[src/rtl/mem_port_arbiter_pkg.sv]
// rtl/mem_port_arbiter_pkg.sv - shared encodings for the IF/MEM byte-port arbiter
package mem_port_arbiter_pkg;

  localparam logic [1:0] SZ_BYTE = 2'b00;
  localparam logic [1:0] SZ_HALF = 2'b01;
  localparam logic [1:0] SZ_WORD = 2'b10;

  // Cycles between driving a RAM address and its byte appearing on ram_din_i.
  localparam int RAM_RD_LAT = 1;

  typedef enum logic [1:0] {
    ST_IDLE,
    ST_XFER,
    ST_DRAIN,
    ST_DONE
  } state_e;

  typedef enum logic [1:0] {
    OWN_NONE,
    OWN_IF,
    OWN_MEM
  } owner_e;

  // Byte count of an access; the reserved encoding 11 behaves as a word.
  function automatic logic [2:0] size_to_len(input logic [1:0] size);
    case (size)
      SZ_BYTE: return 3'd1;
      SZ_HALF: return 3'd2;
      default: return 3'd4;
    endcase
  endfunction

endpackage

[src/rtl/mem_port_arbiter_if.sv]
// rtl/mem_port_arbiter_if.sv - client and RAM signal bundle for mem_port_arbiter
interface mem_port_arbiter_if #(
  parameter int ADDR_W = 32
);
  logic              if_req_i;
  logic [ADDR_W-1:0] if_addr_i;
  logic              if_flush_i;
  logic              if_done_o;
  logic [31:0]       if_data_o;

  logic              mem_req_i;
  logic              mem_we_i;
  logic [1:0]        mem_size_i;
  logic [ADDR_W-1:0] mem_addr_i;
  logic [31:0]       mem_wdata_i;
  logic              mem_done_o;
  logic [31:0]       mem_rdata_o;
  logic              mem_stall_o;

  logic [ADDR_W-1:0] ram_addr_o;
  logic              ram_wr_o;
  logic [7:0]        ram_dout_o;
  logic [7:0]        ram_din_i;

  // Arbiter side.
  modport slave (
    input  if_req_i, if_addr_i, if_flush_i,
    output if_done_o, if_data_o,
    input  mem_req_i, mem_we_i, mem_size_i, mem_addr_i, mem_wdata_i,
    output mem_done_o, mem_rdata_o, mem_stall_o,
    output ram_addr_o, ram_wr_o, ram_dout_o,
    input  ram_din_i
  );

  // Clients and RAM side.
  modport master (
    output if_req_i, if_addr_i, if_flush_i,
    input  if_done_o, if_data_o,
    output mem_req_i, mem_we_i, mem_size_i, mem_addr_i, mem_wdata_i,
    input  mem_done_o, mem_rdata_o, mem_stall_o,
    input  ram_addr_o, ram_wr_o, ram_dout_o,
    output ram_din_i
  );
endinterface

[src/rtl/mem_port_arbiter.sv]
// rtl/mem_port_arbiter.sv - byte-serial sequencer/arbiter for the shared IF/MEM RAM port
module mem_port_arbiter
  import mem_port_arbiter_pkg::*;
#(
  parameter int ADDR_W = 32
) (
  input logic               clk,
  input logic               rst,
  mem_port_arbiter_if.slave bus
);

  state_e            state_q, state_d;
  owner_e            owner_q, owner_d;
  logic [1:0]        cnt_q, cnt_d;
  logic [2:0]        len_q, len_d;
  logic              we_q, we_d;
  logic [ADDR_W-1:0] addr_q, addr_d;
  logic [31:0]       wdata_q, wdata_d;
  logic [31:0]       acc_q, acc_d;
  logic [ADDR_W-1:0] ram_addr_q, ram_addr_d;
  logic              ram_wr_q, ram_wr_d;
  logic [7:0]        ram_dout_q, ram_dout_d;
  logic [31:0]       if_data_q, if_data_d;
  logic [31:0]       mem_rdata_q, mem_rdata_d;

  logic [1:0]  cnt_n;
  logic [1:0]  rd_idx;
  logic [31:0] merged;
  logic        last_issue;
  logic        if_flush_hit;

  // Byte arriving now belongs to the address issued one cycle earlier.
  always_comb begin
    cnt_n        = cnt_q + 2'd1;
    rd_idx       = (state_q == ST_DRAIN) ? 2'(len_q - 3'd1) : 2'(cnt_q - 2'd1);
    merged       = acc_q | (32'(bus.ram_din_i) << {rd_idx, 3'b000});
    last_issue   = ({1'b0, cnt_q} == (len_q - 3'd1));
    if_flush_hit = (owner_q == OWN_IF) && bus.if_flush_i;
  end

  // Arbitration, byte sequencing and read assembly.
  always_comb begin
    state_d     = state_q;
    owner_d     = owner_q;
    cnt_d       = cnt_q;
    len_d       = len_q;
    we_d        = we_q;
    addr_d      = addr_q;
    wdata_d     = wdata_q;
    acc_d       = acc_q;
    ram_addr_d  = ram_addr_q;
    ram_wr_d    = 1'b0;
    ram_dout_d  = ram_dout_q;
    if_data_d   = if_data_q;
    mem_rdata_d = mem_rdata_q;

    case (state_q)
      ST_IDLE: begin
        owner_d = OWN_NONE;
        if (bus.mem_req_i) begin
          // MEM has priority so the pipeline stall clears as early as possible.
          state_d    = ST_XFER;
          owner_d    = OWN_MEM;
          cnt_d      = 2'd0;
          len_d      = size_to_len(bus.mem_size_i);
          we_d       = bus.mem_we_i;
          addr_d     = bus.mem_addr_i;
          wdata_d    = bus.mem_wdata_i;
          acc_d      = 32'd0;
          ram_addr_d = bus.mem_addr_i;
          ram_wr_d   = bus.mem_we_i;
          ram_dout_d = bus.mem_wdata_i[7:0];
        end else if (bus.if_req_i && !bus.if_flush_i) begin
          state_d    = ST_XFER;
          owner_d    = OWN_IF;
          cnt_d      = 2'd0;
          len_d      = 3'd4;
          we_d       = 1'b0;
          addr_d     = bus.if_addr_i;
          wdata_d    = 32'd0;
          acc_d      = 32'd0;
          ram_addr_d = bus.if_addr_i;
        end
      end

      ST_XFER: begin
        if (if_flush_hit) begin
          state_d = ST_IDLE;
          owner_d = OWN_NONE;
        end else begin
          if (!we_q && cnt_q != 2'd0) begin
            acc_d = merged;
          end
          if (last_issue) begin
            state_d = we_q ? ST_DONE : ST_DRAIN;
          end else begin
            cnt_d      = cnt_n;
            ram_addr_d = addr_q + ADDR_W'(cnt_n);
            ram_wr_d   = we_q;
            ram_dout_d = 8'(wdata_q >> {cnt_n, 3'b000});
          end
        end
      end

      ST_DRAIN: begin
        if (if_flush_hit) begin
          state_d = ST_IDLE;
          owner_d = OWN_NONE;
        end else begin
          acc_d   = merged;
          state_d = ST_DONE;
          if (owner_q == OWN_IF) begin
            if_data_d = merged;
          end else begin
            mem_rdata_d = merged;
          end
        end
      end

      default: begin
        state_d = ST_IDLE;
        owner_d = OWN_NONE;
      end
    endcase
  end

  // State and output registers; reset also clears any half-finished transfer.
  always_ff @(posedge clk) begin
    if (rst) begin
      state_q     <= ST_IDLE;
      owner_q     <= OWN_NONE;
      cnt_q       <= 2'd0;
      len_q       <= 3'd0;
      we_q        <= 1'b0;
      addr_q      <= '0;
      wdata_q     <= 32'd0;
      acc_q       <= 32'd0;
      ram_addr_q  <= '0;
      ram_wr_q    <= 1'b0;
      ram_dout_q  <= 8'd0;
      if_data_q   <= 32'd0;
      mem_rdata_q <= 32'd0;
    end else begin
      state_q     <= state_d;
      owner_q     <= owner_d;
      cnt_q       <= cnt_d;
      len_q       <= len_d;
      we_q        <= we_d;
      addr_q      <= addr_d;
      wdata_q     <= wdata_d;
      acc_q       <= acc_d;
      ram_addr_q  <= ram_addr_d;
      ram_wr_q    <= ram_wr_d;
      ram_dout_q  <= ram_dout_d;
      if_data_q   <= if_data_d;
      mem_rdata_q <= mem_rdata_d;
    end
  end

  assign bus.if_done_o   = (state_q == ST_DONE) && (owner_q == OWN_IF);
  assign bus.mem_done_o  = (state_q == ST_DONE) && (owner_q == OWN_MEM);
  assign bus.if_data_o   = if_data_q;
  assign bus.mem_rdata_o = mem_rdata_q;
  assign bus.mem_stall_o = bus.mem_req_i && !bus.mem_done_o;
  assign bus.ram_addr_o  = ram_addr_q;
  assign bus.ram_wr_o    = ram_wr_q;
  assign bus.ram_dout_o  = ram_dout_q;

endmodule

[src/flat_wrapper.sv]
// flat-port wrapper written by rule: the top's interface ports become plain ports
module mem_port_arbiter_flat import mem_port_arbiter_pkg::*;
#(
  parameter int ADDR_W = 32
)
  (clk, rst, bus_if_req_i, bus_if_addr_i, bus_if_flush_i, bus_if_done_o, bus_if_data_o, bus_mem_req_i, bus_mem_we_i, bus_mem_size_i, bus_mem_addr_i, bus_mem_wdata_i, bus_mem_done_o, bus_mem_rdata_o, bus_mem_stall_o, bus_ram_addr_o, bus_ram_wr_o, bus_ram_dout_o, bus_ram_din_i);
  mem_port_arbiter_if #(.ADDR_W(ADDR_W)) bus_i ();
  input logic clk;
  input logic rst;
  input wire logic [$bits(bus_i.if_req_i)-1:0] bus_if_req_i;
  input wire logic [$bits(bus_i.if_addr_i)-1:0] bus_if_addr_i;
  input wire logic [$bits(bus_i.if_flush_i)-1:0] bus_if_flush_i;
  output wire logic [$bits(bus_i.if_done_o)-1:0] bus_if_done_o;
  output wire logic [$bits(bus_i.if_data_o)-1:0] bus_if_data_o;
  input wire logic [$bits(bus_i.mem_req_i)-1:0] bus_mem_req_i;
  input wire logic [$bits(bus_i.mem_we_i)-1:0] bus_mem_we_i;
  input wire logic [$bits(bus_i.mem_size_i)-1:0] bus_mem_size_i;
  input wire logic [$bits(bus_i.mem_addr_i)-1:0] bus_mem_addr_i;
  input wire logic [$bits(bus_i.mem_wdata_i)-1:0] bus_mem_wdata_i;
  output wire logic [$bits(bus_i.mem_done_o)-1:0] bus_mem_done_o;
  output wire logic [$bits(bus_i.mem_rdata_o)-1:0] bus_mem_rdata_o;
  output wire logic [$bits(bus_i.mem_stall_o)-1:0] bus_mem_stall_o;
  output wire logic [$bits(bus_i.ram_addr_o)-1:0] bus_ram_addr_o;
  output wire logic [$bits(bus_i.ram_wr_o)-1:0] bus_ram_wr_o;
  output wire logic [$bits(bus_i.ram_dout_o)-1:0] bus_ram_dout_o;
  input wire logic [$bits(bus_i.ram_din_i)-1:0] bus_ram_din_i;
  assign bus_i.if_req_i = bus_if_req_i;
  assign bus_i.if_addr_i = bus_if_addr_i;
  assign bus_i.if_flush_i = bus_if_flush_i;
  assign bus_if_done_o = bus_i.if_done_o;
  assign bus_if_data_o = bus_i.if_data_o;
  assign bus_i.mem_req_i = bus_mem_req_i;
  assign bus_i.mem_we_i = bus_mem_we_i;
  assign bus_i.mem_size_i = bus_mem_size_i;
  assign bus_i.mem_addr_i = bus_mem_addr_i;
  assign bus_i.mem_wdata_i = bus_mem_wdata_i;
  assign bus_mem_done_o = bus_i.mem_done_o;
  assign bus_mem_rdata_o = bus_i.mem_rdata_o;
  assign bus_mem_stall_o = bus_i.mem_stall_o;
  assign bus_ram_addr_o = bus_i.ram_addr_o;
  assign bus_ram_wr_o = bus_i.ram_wr_o;
  assign bus_ram_dout_o = bus_i.ram_dout_o;
  assign bus_i.ram_din_i = bus_ram_din_i;
  mem_port_arbiter #(.ADDR_W(ADDR_W)) u_core (.clk(clk), .rst(rst), .bus(bus_i));
endmodule
[config.mk]
export PLATFORM = sky130hd
export DESIGN_NAME = mem_port_arbiter_flat
export DESIGN_NICKNAME = d
export VERILOG_FILES = /design/src/rtl/mem_port_arbiter_pkg.sv /design/src/rtl/mem_port_arbiter_if.sv /design/src/rtl/mem_port_arbiter.sv /design/src/flat_wrapper.sv
export SDC_FILE = /design/constraint.sdc
export NUM_CORES = 1
export LEC_CHECK = 0
export ABC_CLOCK_PERIOD_IN_PS = 3800
export CORE_ASPECT_RATIO = 1.75
export CORE_UTILIZATION = 37
export CTS_CLUSTER_SIZE = 24
export DETAILED_ROUTE_END_ITERATION = 6
export GPL_ROUTABILITY_DRIVEN = 0
export GPL_TIMING_DRIVEN = 1
export HOLD_SLACK_MARGIN = 0.12
export PLACE_DENSITY_LB_ADDON = 0.08
export SYNTH_ARGS = -nofsm -noshare
export SYNTH_HDL_FRONTEND = slang
export SYNTH_SLANG_ARGS = --single-unit
[constraint.sdc]
create_clock -name clk -period 3.8 [get_ports clk]
set_input_delay 1.14 -clock clk [delete_from_list [all_inputs] [get_ports clk]]
set_output_delay 1.14 -clock clk [all_outputs]
set_load 0.01 [all_outputs]
==> out/qor.yml, run 1 <==
h-tree-depth: 1
synthMuxAreaShare: 0.0690
die_area_mm2: 0.0254
crit_buf_inv: 1
tns_ns: 0
rows: 75
r2r_setup_slack_ns: 0.98
hold_viol: 0
synthTopCellsByArea: "dfxtp_1 (46%), a211oi_1 (8.6%), nor2_1 (7.8%)"
nets: 1332
synth_fa_ha_area_frac: 0.0131
postCtsHoldBufs: 0
design_area_mm2: 0.0123
ir_drop_mv: 0.362
port_buffers: 219
syn-cell-area_mm2: 0.00915
cts_tree: "built"
p_switching_mw: 1.80
synth-compound-area-share: 0.233
grt_util_all_layers: 0.217
synth-seq-area-share: 0.462
root_buffer: "clkbuf_16"
synth_xor_area_frac: 0.0163
cp-end-kind: "output port"
critPathKind: "reg2out"
start_kind: "flop"
slowest_stage: "clkdlybuf4s50_1"
max_freq_ghz: 0.318
synth-seq-cells: 211
period_share: 0.828
grt.overflow.total: 0
dpl_cell_area_mm2: 0.0116
drt-pass1-iter-count: 4
syn_avg_cell_area_um2: 8.85
synth_top_family_by_area: "compound AO/OA/AOI/OAI gates"
grt_pass1_vias: 7995
grt_start_max_net_pins: 99
routed_wl_um: 28000
slew_violations: 0
synth_warnings: 0
power.share.switching: 0.299
cp_cell_sequence: "ha_1 > and3b_1 > nor2b_1 > clkdlybuf4s50_1"
drt-wirelength-per-cell_um: 18.3
dpl.hpwl_um: 19700
antenna_cells: 0
worstHoldPathType: "reg2reg"
grt_pass1_wl_um: 43600
drc_errors: 0
viasPerCell: 5.39
syn_nets: 1155
synthSimpleGateAreaFrac: 0.161
power_density_mw_per_mm2: 490
vias: 8246
critPathMaxFanout: 5
die_y_um: 210
synth_flop_cell: "dfxtp_1"
fill_cells: 2293
clock-sinks: 211
combPwrFrac: 0.238
clock_power_share: 0.334
worst_ep_required_time_ns: 2.66
post_cts_buffers: 0
worstPathArrival_ns: 2.00
clock_latency_ns: 0.50
synth_edf_count: 0
io_pins: 220
synthToLayoutAreaGrowth_pct: 34.1
clock_skew_ns: 0.0104
antenna_left: 0
cts_buffer_depth: 3
tightest_slew_ns: 1.14
synth_area_leader_cell: "dfxtp_1"
synthCells: 1034
coreArea_mm2: 0.0241
internal_power_mw: 4.22
synth-async-reset-ratio: 0
initial_core_util: 0.379
rsz0062_at_grt: "no"
postCtsResizedCells: 0
die_w_um: 121
seq_power_share: 0.428
antenna_found_initial: 0
relSlewSlack: 0.241
drive_above_1_share: 0.0720
drt_iter0_drc: 390
synth_top_area_frac: 0.462
setup_viol: 0
synth.distinct_cells: 58
cts_made_buffers: 21
finalCriticalPeriod_ns: 3.14
cpPeakStageDelay_ns: 0.53
path_clk_slew_ns: 0.06
p_leak_nw: 4.34
critPathTopFamily: "buffers and inverters"
maxCapViolations: 0
status: "finished clean"
[through the flow]
step	std cells	utilization	hold slack, ns	power (mW)	setup slack [ns]
floorplan	1034	-	0.438	3.43	0.497
global placement	1496	0.482	0.447	4.04	0.511
detailed placement	1496	0.482	0.447	4.06	0.497
CTS	1530	0.509	0.458	6.08	0.638
global route	1530	0.509	0.476	6.31	0.542
finish	1530	0.509	0.454	6.01	0.655
[sequential cells by signal, summed over array words and instances, names as in the netlist]
register,flops
u_core.bus.mem_rdata_o,32
u_core.acc_q,32
u_core.bus.if_data_o,32
u_core.len_q,3
u_core.bus.ram_addr_o,32
u_core.we_q,1
u_core.bus.ram_wr_o,1
u_core.owner_q,2
u_core.state_q,2
u_core.wdata_q,32
u_core.bus.ram_dout_o,8
u_core.cnt_q,2
u_core.addr_q,32
[worst reg2reg max path, stage by stage, from the launching register on]
cell and delay (ns):
dfxtp_1 0.41, inv_1 0.06, ha_1 0.36, fa_1 0.30
nand4_2 0.21, or3_1 0.59, or4_1 0.56, nand3_1 0.12
a32o_1 0.16
[area by class of cell]
| type | count | area [µm²] | area share |
|---|---|---|---|
| Multi-Input combinational cell | 717 | 4560 | 0.371 |
| Sequential cell | 211 | 4220 | 0.344 |
| Timing Repair Buffer | 245 | 2400 | 0.196 |
| Clock buffer | 30 | 599 | 0.0488 |
| Tap cell | 308 | 385 | 0.0314 |
| Inverter | 15 | 56.3 | 0.00459 |
| Clock inverter | 4 | 48.8 | 0.00398 |
[per-layer routing]
metal,global-route usage,wire (µm)
met5,0,0
met4,0.0885,993
met3,0.0338,1460
met2,0.406,14800
met1,0.240,10700
[cells in the mapped netlist, types with 9 or more instances]
master,number
xnor2_1,10
nor3_1,13
a31oi_1,33
inv_1,13
nor2_1,191
buf_1,10
clkbuf_1,63
dfxtp_1,211
a22oi_1,35
nand3_1,13
buf_2,10
a211oi_1,105
mux2i_1,44
and3_1,9
o21ai_0,11
nand4_1,10
nand2_1,49
a21oi_1,68
[final timing paths]
kind,start,endpoint,cells past startpoint
min,u_core.bus.ram_addr_o[7],u_core.bus.ram_addr_o[7],2
max,u_core.state_q[0],bus_mem_stall_o,4
min reg2reg,u_core.bus.ram_addr_o[7],u_core.bus.ram_addr_o[7],2
max reg2reg,u_core.cnt_q[1],u_core.bus.ram_addr_o[28],8
[power by group through the flow]
stage	logic, mW	clock network [mW]	registers [mW]
6_report	1.43	2.01	2.57
4_1_cts	1.44	2.06	2.57
5_1_grt	1.56	2.15	2.60
3_3_place_gp	1.42	0	2.62
3_5_place_dp	1.44	0	2.62
2_1_floorplan	0.808	0	2.62
[kinds of logic after synthesis]
logic type / Yosys count
fa+ha+maj: 9
flops: 211
compound gates: 310
mux: 53
xor+xnor: 17
simple gates: 328
buf+inv: 106
[placed cells by master (no fill, tap or decap), drive strengths merged, types with 5 or more instances in the layout]
cell | Yosys | final
clkdlybuf4s50 | 0 | 217
dfxtp | 211 | 211
nor2 | 192 | 192
a211oi | 107 | 107
a21oi | 68 | 68
nand2 | 49 | 49
mux2i | 44 | 44
a22oi | 35 | 35
a31oi | 33 | 33
clkbuf | 71 | 30
buf | 20 | 28
inv | 13 | 14
nor3 | 13 | 13
nand3 | 13 | 13
o21ai | 12 | 12
nand4 | 12 | 12
xnor2 | 10 | 10
and3 | 9 | 9
o22ai | 8 | 8
o211ai | 8 | 8
a32o | 8 | 8
mux4 | 8 | 8
ha | 8 | 8
xor2 | 7 | 7
nor2b | 6 | 6
or3 | 6 | 6
and2 | 5 | 5
a21o | 5 | 5
nor4 | 5 | 5
Note: power is estimated with default switching activity, not from simulation.
==> run 2: changes to the inputs <==
Settings changed: ABC_CLOCK_PERIOD_IN_PS 3800 to 2700.
Clock period 3.8 ns to 2.7 ns, I/O delays scaled along.
==> run 2 against run 1 <==
Critical path depth up 4. Core utilization up 1.5 points. Sequential share of layout area shrank 0.94 points. Cell count up 1.5%. Die area unchanged. Clock power up 51%. Power rose by 45%. Non-clock buffer count up 18. Count of clock-buffer cells in the layout rose by 5. Sequential power increased by 41%. Sequential cell count unchanged. Critical endpoint is now u_core.bus.ram_addr_o[28]. Highest routed layer unchanged.
==> out/qor.yml, run 2 (synthesis gave the netlist of run 1 again) <==
coreArea_mm2: 0.0241  # unchanged
worstHoldPathType: "reg2reg"
io_pins: 220  # unchanged
r2r_setup_slack_ns: 0.15  # -0.83 ns
drt-pass1-iter-count: 5  # +1
grt_util_all_layers: 0.219  # +0.00191
hp-start: "u_core.bus.ram_addr_o[20]"
crit_path_start: "u_core.cnt_q[1]"
root_buffer: "clkbuf_16"
max_freq_ghz: 0.392
nets: 1351  # +1.4%
tightest_slew_ns: 0.625  # -0.514 ns
p_total_mw: 8.74  # +45%
clock_latency_ns: 0.50  # about the same
slew_violations: 0  # unchanged
final_common_cell: "clkdlybuf4s50_1"
grt_pass1_vias: 8279  # +3.6%
status: "finished clean"
final-seq-area_mm2: 0.00423  # about the same
r2r_start: "u_core.cnt_q[1]"
crit_buf_inv: 1  # unchanged
critPathKind: "reg2reg"
multi_input_area_mm2: 0.00459  # +0.82%
grt_pass1_wl_um: 44100  # +1.3%
viasPerCell: 5.37  # -0.36%
period_share: 0.945
cts_made_buffers: 22  # +4.8%
p_leak_nw: 4.55  # +4.7%
antenna_left: 0  # unchanged
grt_start_max_net_pins: 105  # +6.1%
holdPathStages: 2  # unchanged
final_util: 0.524  # +0.0146
path_clk_slew_ns: 0.06  # about the same
drive_above_1_share: 0.0964  # +0.0244
drc_errors: 0  # unchanged
grt.overflow.total: 0  # unchanged
start_kind: "flop"
post_cts_buffers: 0  # unchanged
port_buffers: 219  # unchanged
final_cell_mix: "clkdlybuf4s50_1 (214), dfxtp_1 (209), nor2_1 (189), a211oi_1 (105), a21oi_1 (67)"
finalCriticalPeriod_ns: 2.55
die_area_mm2: 0.0254  # unchanged
postCtsHoldBufs: 0  # unchanged
worstPathArrival_ns: 2.99  # +0.99 ns
drt-wirelength-per-cell_um: 17.9  # -2.2%
hold_path_end: "u_core.bus.ram_addr_o[20]"
cp_cell_sequence: "inv_1 > ha_4 > fa_2 > nand4_2 > or3_1 > or4_1 > nand3_1 > a32o_1"
slowest_stage: "or3_1"
worst_ep_required_time_ns: 3.14  # +0.48 ns
clock-sinks: 211  # unchanged
die_w_um: 121  # unchanged
antenna_cells: 0  # unchanged
setup_viol: 0  # unchanged
cp-end-kind: "flop"
h-tree-depth: 1  # unchanged
drt_iter0_drc: 397  # +1.8%
power_density_mw_per_mm2: 692  # +41%
routed_wl_um: 27800  # -0.72%
critPathMaxFanout: 7  # +2
cts_tree: "built"
fill_cells: 2237  # -2.4%
antenna_found_initial: 0  # unchanged
critPathTopFamily: "simple AND/OR/NAND/NOR gates"
vias: 8340  # +1.1%
r2r_end: "u_core.bus.ram_addr_o[28]"
relSlewSlack: 0.572  # +0.332
die_y_um: 210  # unchanged
hold_viol: 0  # unchanged
clock_skew_ns: 0.00980  # -0.000604 ns
cts_buffer_depth: 3  # unchanged
initial_core_util: 0.379  # unchanged
maxCapViolations: 0  # unchanged
synthToLayoutAreaGrowth_pct: 38.0
ir_drop_mv: 0.424  # +17%
rows: 75  # unchanged
rsz0062_at_grt: "no"
reg2reg_depth: 8  # unchanged
dpl.hpwl_um: 19900  # +0.85%
cpPeakStageDelay_ns: 0.57  # +0.04 ns
[run 2: cell count changes in the layout (fill, tap and decap cells not counted), sizes merged]
| cell | change |
|---|---|
| dlymetal6s2s | +2 |
| bufinv | -1 |
| clkinv | +2 |
| inv | -1 |
| buf | +18 |
| clkdlybuf4s50 | -3 |
| clkbuf | +5 |
| dlygate4sd2 | +1 |
[run 2: area by class of cell]
cell class                 instances  share of cell area
multi-input combinational        717               0.364
sequential                       211               0.335
timing repair buffer             263               0.208
clock buffer                      35              0.0563
tap                              308              0.0305
inverter                          15             0.00446
clock inverter                     4             0.00188
[run 2: worst max-delay path by stage]
stage,to,cells past startpoint
2_1_floorplan,bus_mem_stall_o,3
3_3_place_gp,u_core.bus.ram_addr_o[31],6
3_5_place_dp,u_core.bus.ram_addr_o[31],6
4_1_cts,bus_mem_done_o,3
5_1_grt,u_core.bus.ram_addr_o[19],8
6_report,u_core.bus.ram_addr_o[28],8
[run 2: worst min-delay path, cell delays in order (launching register included)]
cell and delay, ns:
dfxtp_1 0.31, nand2_1 0.05, a21oi_1 0.05
[run 2: through the flow]
stage / hold slack, ns / cells / setup slack (ns) / instance area (µm²) / setup TNS (ns)
floorplan: 0.438 / 1034 / 0.0573 / 9180 / 0
global placement: 0.443 / 1514 / -0.201 / 11900 / -6.26
detailed placement: 0.447 / 1514 / -0.232 / 11900 / -8.64
CTS: 0.456 / 1553 / 0.0400 / 12600 / 0
global route: 0.479 / 1553 / 0.0500 / 12600 / 0
finish: 0.452 / 1553 / 0.149 / 12600 / 0
[run 2: metal layers]
metal  GRT usage  vias to the layer above  routed length, µm
met1       0.236                     3894              10500
met5           0                        -                  0
li1            -                     4170                  -
met2       0.418                      222              15000
met4      0.0873                        0                962
met3      0.0335                       54               1360
[run 2: power by group]
part	internal, mW	total [mW]	switching, mW
Sequential	3.40	3.62	0.217
Combinational	0.978	2.10	1.12
Clock	1.80	3.03	1.23
Total	6.18	8.74	2.56
[run 2: repair_timing]
action / 4_1_cts / 5_1_grt
cloned: 0 / 0
resized for setup: 7 / 3
endpoints found under the setup margin: 3 / 5
==> run 3: changes to the inputs <==
Settings changed: CTS_BUF_LIST set to sky130_fd_sc_hd__clkbuf_8, MAX_ROUTING_LAYER set to met4, PLACE_DENSITY_LB_ADDON 0.08 to not set.
==> run 3 against run 2 <==
First-iteration DRC count is 21% higher. Count of clock-buffer cells in the layout is 13 higher. Maximum frequency is 0.47% lower. Hold slack worse by 0.0011 ns. Worst setup slack worse by 0.012 ns. Sequential share of layout area hardly changed. Combinational power hardly changed. Core utilization hardly changed. Die area stayed put. Final area hardly changed. Critical path type unchanged. Largest cell class unchanged.
==> out/qor.yml, run 3 (synthesis gave the netlist of run 1 again) <==
status: "finished clean"
slew_violations: 0  # unchanged
rows: 75  # unchanged
critPathKind: "reg2reg"
critPathMaxFanout: 7  # unchanged
die_w_um: 121  # unchanged
clock_skew_ns: 0.0170  # +0.00719 ns
die_y_um: 210  # unchanged
slowest_stage: "or3_1"
final_util: 0.524  # about the same
antenna_cells: 0  # unchanged
cts_buffer_depth: 3  # unchanged
finalCriticalPeriod_ns: 2.56  # +0.0120 ns
cts_tree: "built"
path_clk_slew_ns: 0.06  # about the same
dpl_cell_area_mm2: 0.0118  # -0.27%
worst_ep_required_time_ns: 3.15  # about the same
relSlewSlack: 0.556  # -0.0161
use_met3: 0.0433  # +0.00974
grt_pass1_vias: 8281  # +0.024%
grt_util_all_layers: 0.228  # +0.00889
grt_use_met1: 0.240  # +0.00481
hold_viol: 0  # unchanged
tightest_slew_ns: 0.665  # +0.0397 ns
worstHoldPathType: "reg2reg"
rsz0062_at_grt: "no"
use_met2: 0.414  # -0.00433
drc_errors: 0  # unchanged
dpl.hpwl_um: 19800  # -0.52%
cp-end-kind: "flop"
nets: 1363  # +0.89%
root_buffer: "clkbuf_8"
cts_made_buffers: 35  # +59%
grt_pass1_wl_um: 44200  # +0.23%
drt_iter0_drc: 481  # +21%
final_cell_mix: "clkdlybuf4s50_1 (214), dfxtp_1 (209), nor2_1 (189), a211oi_1 (105), a21oi_1 (67)"
hp-start: "u_core.bus.ram_addr_o[0]"
tns_ns: 0  # unchanged
drive_above_1_share: 0.106  # +0.0101
p_total_mw: 8.74  # about the same
holdWs_ns: 0.451  # -0.00111 ns
power_density_mw_per_mm2: 692  # about the same
worstPathArrival_ns: 3.02  # +0.03 ns
clock-sinks: 211  # unchanged
io_pins: 220  # unchanged
period_share: 0.949  # +0.00445
viasPerCell: 5.35  # -0.33%
grt.overflow.total: 0  # unchanged
cp_cell_sequence: "inv_1 > ha_4 > fa_2 > nand4_2 > or3_1 > or4_1 > nand3_1 > a32o_1"
max_freq_ghz: 0.390  # -0.47%
maxCapViolations: 0  # unchanged
coreArea_mm2: 0.0241  # unchanged
crit_path_start: "u_core.cnt_q[1]"
antenna_left: 0  # unchanged
port_buffers: 219  # unchanged
initial_core_util: 0.379  # unchanged
design_area_mm2: 0.0126  # about the same
start_kind: "flop"
routed_wl_um: 28100  # +1.3%
drt-pass1-iter-count: 5  # unchanged
cpPeakStageDelay_ns: 0.55  # -0.02 ns
grt_start_max_net_pins: 120  # +14%
ir_drop_mv: 0.373  # -12%
r2r_start: "u_core.cnt_q[1]"
final_common_cell: "clkdlybuf4s50_1"
synthToLayoutAreaGrowth_pct: 38.0  # about the same
clock_latency_ns: 0.53  # +0.03 ns
vias: 8436  # +1.2%
setup_viol: 0  # unchanged
grt-busiest-layer: "met2"
p_leak_nw: 4.59  # +0.98%
drt-wirelength-per-cell_um: 17.8  # -0.21%
antenna_found_initial: 0  # unchanged
die_area_mm2: 0.0254  # unchanged
h-tree-depth: 2  # +1
-- run 3: cell types whose count changed in the layout (fill, tap and decap cells not counted) --
cell	change
and3b_2	+1
clkinv_2	-2
and3b_1	-1
clkbuf_8	+39
dlygate4sd2_1	+1
clkbuf_16	-23
buf_12	-2
clkbuf_1	-3
buf_4	+1
clkinv_4	-1
dlymetal6s2s_1	-1
bufinv_16	+2
inv_1	+12
-- run 3: final timing paths --
kind / to / slack [ns] / cells past startpoint
max: u_core.bus.ram_addr_o[26] / 0.14 / 8
min: u_core.bus.ram_addr_o[0] / 0.45 / 2
min reg2reg: u_core.bus.ram_addr_o[0] / 0.45 / 2
max reg2reg: u_core.bus.ram_addr_o[26] / 0.14 / 8
-- run 3: final cells by class --
| class | instances | area, µm² |
|---|---|---|
| inverters | 15 | 56.3 |
| fillers | 2243 | 11500 |
| multi-input cells | 717 | 4590 |
| well taps | 308 | 385 |
| clock inverters | 15 | 110 |
| repair buffers | 262 | 2590 |
| flip-flops and latches | 211 | 4230 |
| clock buffers | 48 | 661 |
-- run 3: per-stage QoR --
| step | std cells | setup slack, ns |
|---|---|---|
| after global placement | 1513 | -0.222 |
| after global routing | 1576 | 0.0126 |
| after detailed placement | 1513 | -0.288 |
| after floorplan | 1034 | 0.0573 |
| final | 1576 | 0.137 |
| after CTS | 1576 | 0.0353 |
-- run 3: where the power goes --
part | switching (mW) | total, mW | internal (mW)
Combinational | 1.10 | 2.08 | 0.974
Sequential | 0.219 | 3.62 | 3.40
Clock | 1.27 | 3.04 | 1.77
-- run 3: worst max-delay path: cells and delay by family, from the launching register on --
family	cells	cell delay, ns
AOI/OAI and AO/OA	1	0.16
adders and majority gates	2	0.56
buffers and inverters	1	0.08
DFF	1	0.37
and+or+nand+nor	4	1.33
-- run 3: what timing repair did --
action / CTS / global route
endpoints found under the setup margin: 3 / 4
resized for setup: 9 / 2
hold buffers: 0 / 0
endpoints found under the hold margin: 0 / 0
setup buffers: 0 / 0
-- run 3: per-layer routing --
metal  vias up  wire length (µm)
met4         0               826
met5         -                 0
met3        58              1490
met1      3953             10700
li1       4193                 -
met2       232             15100
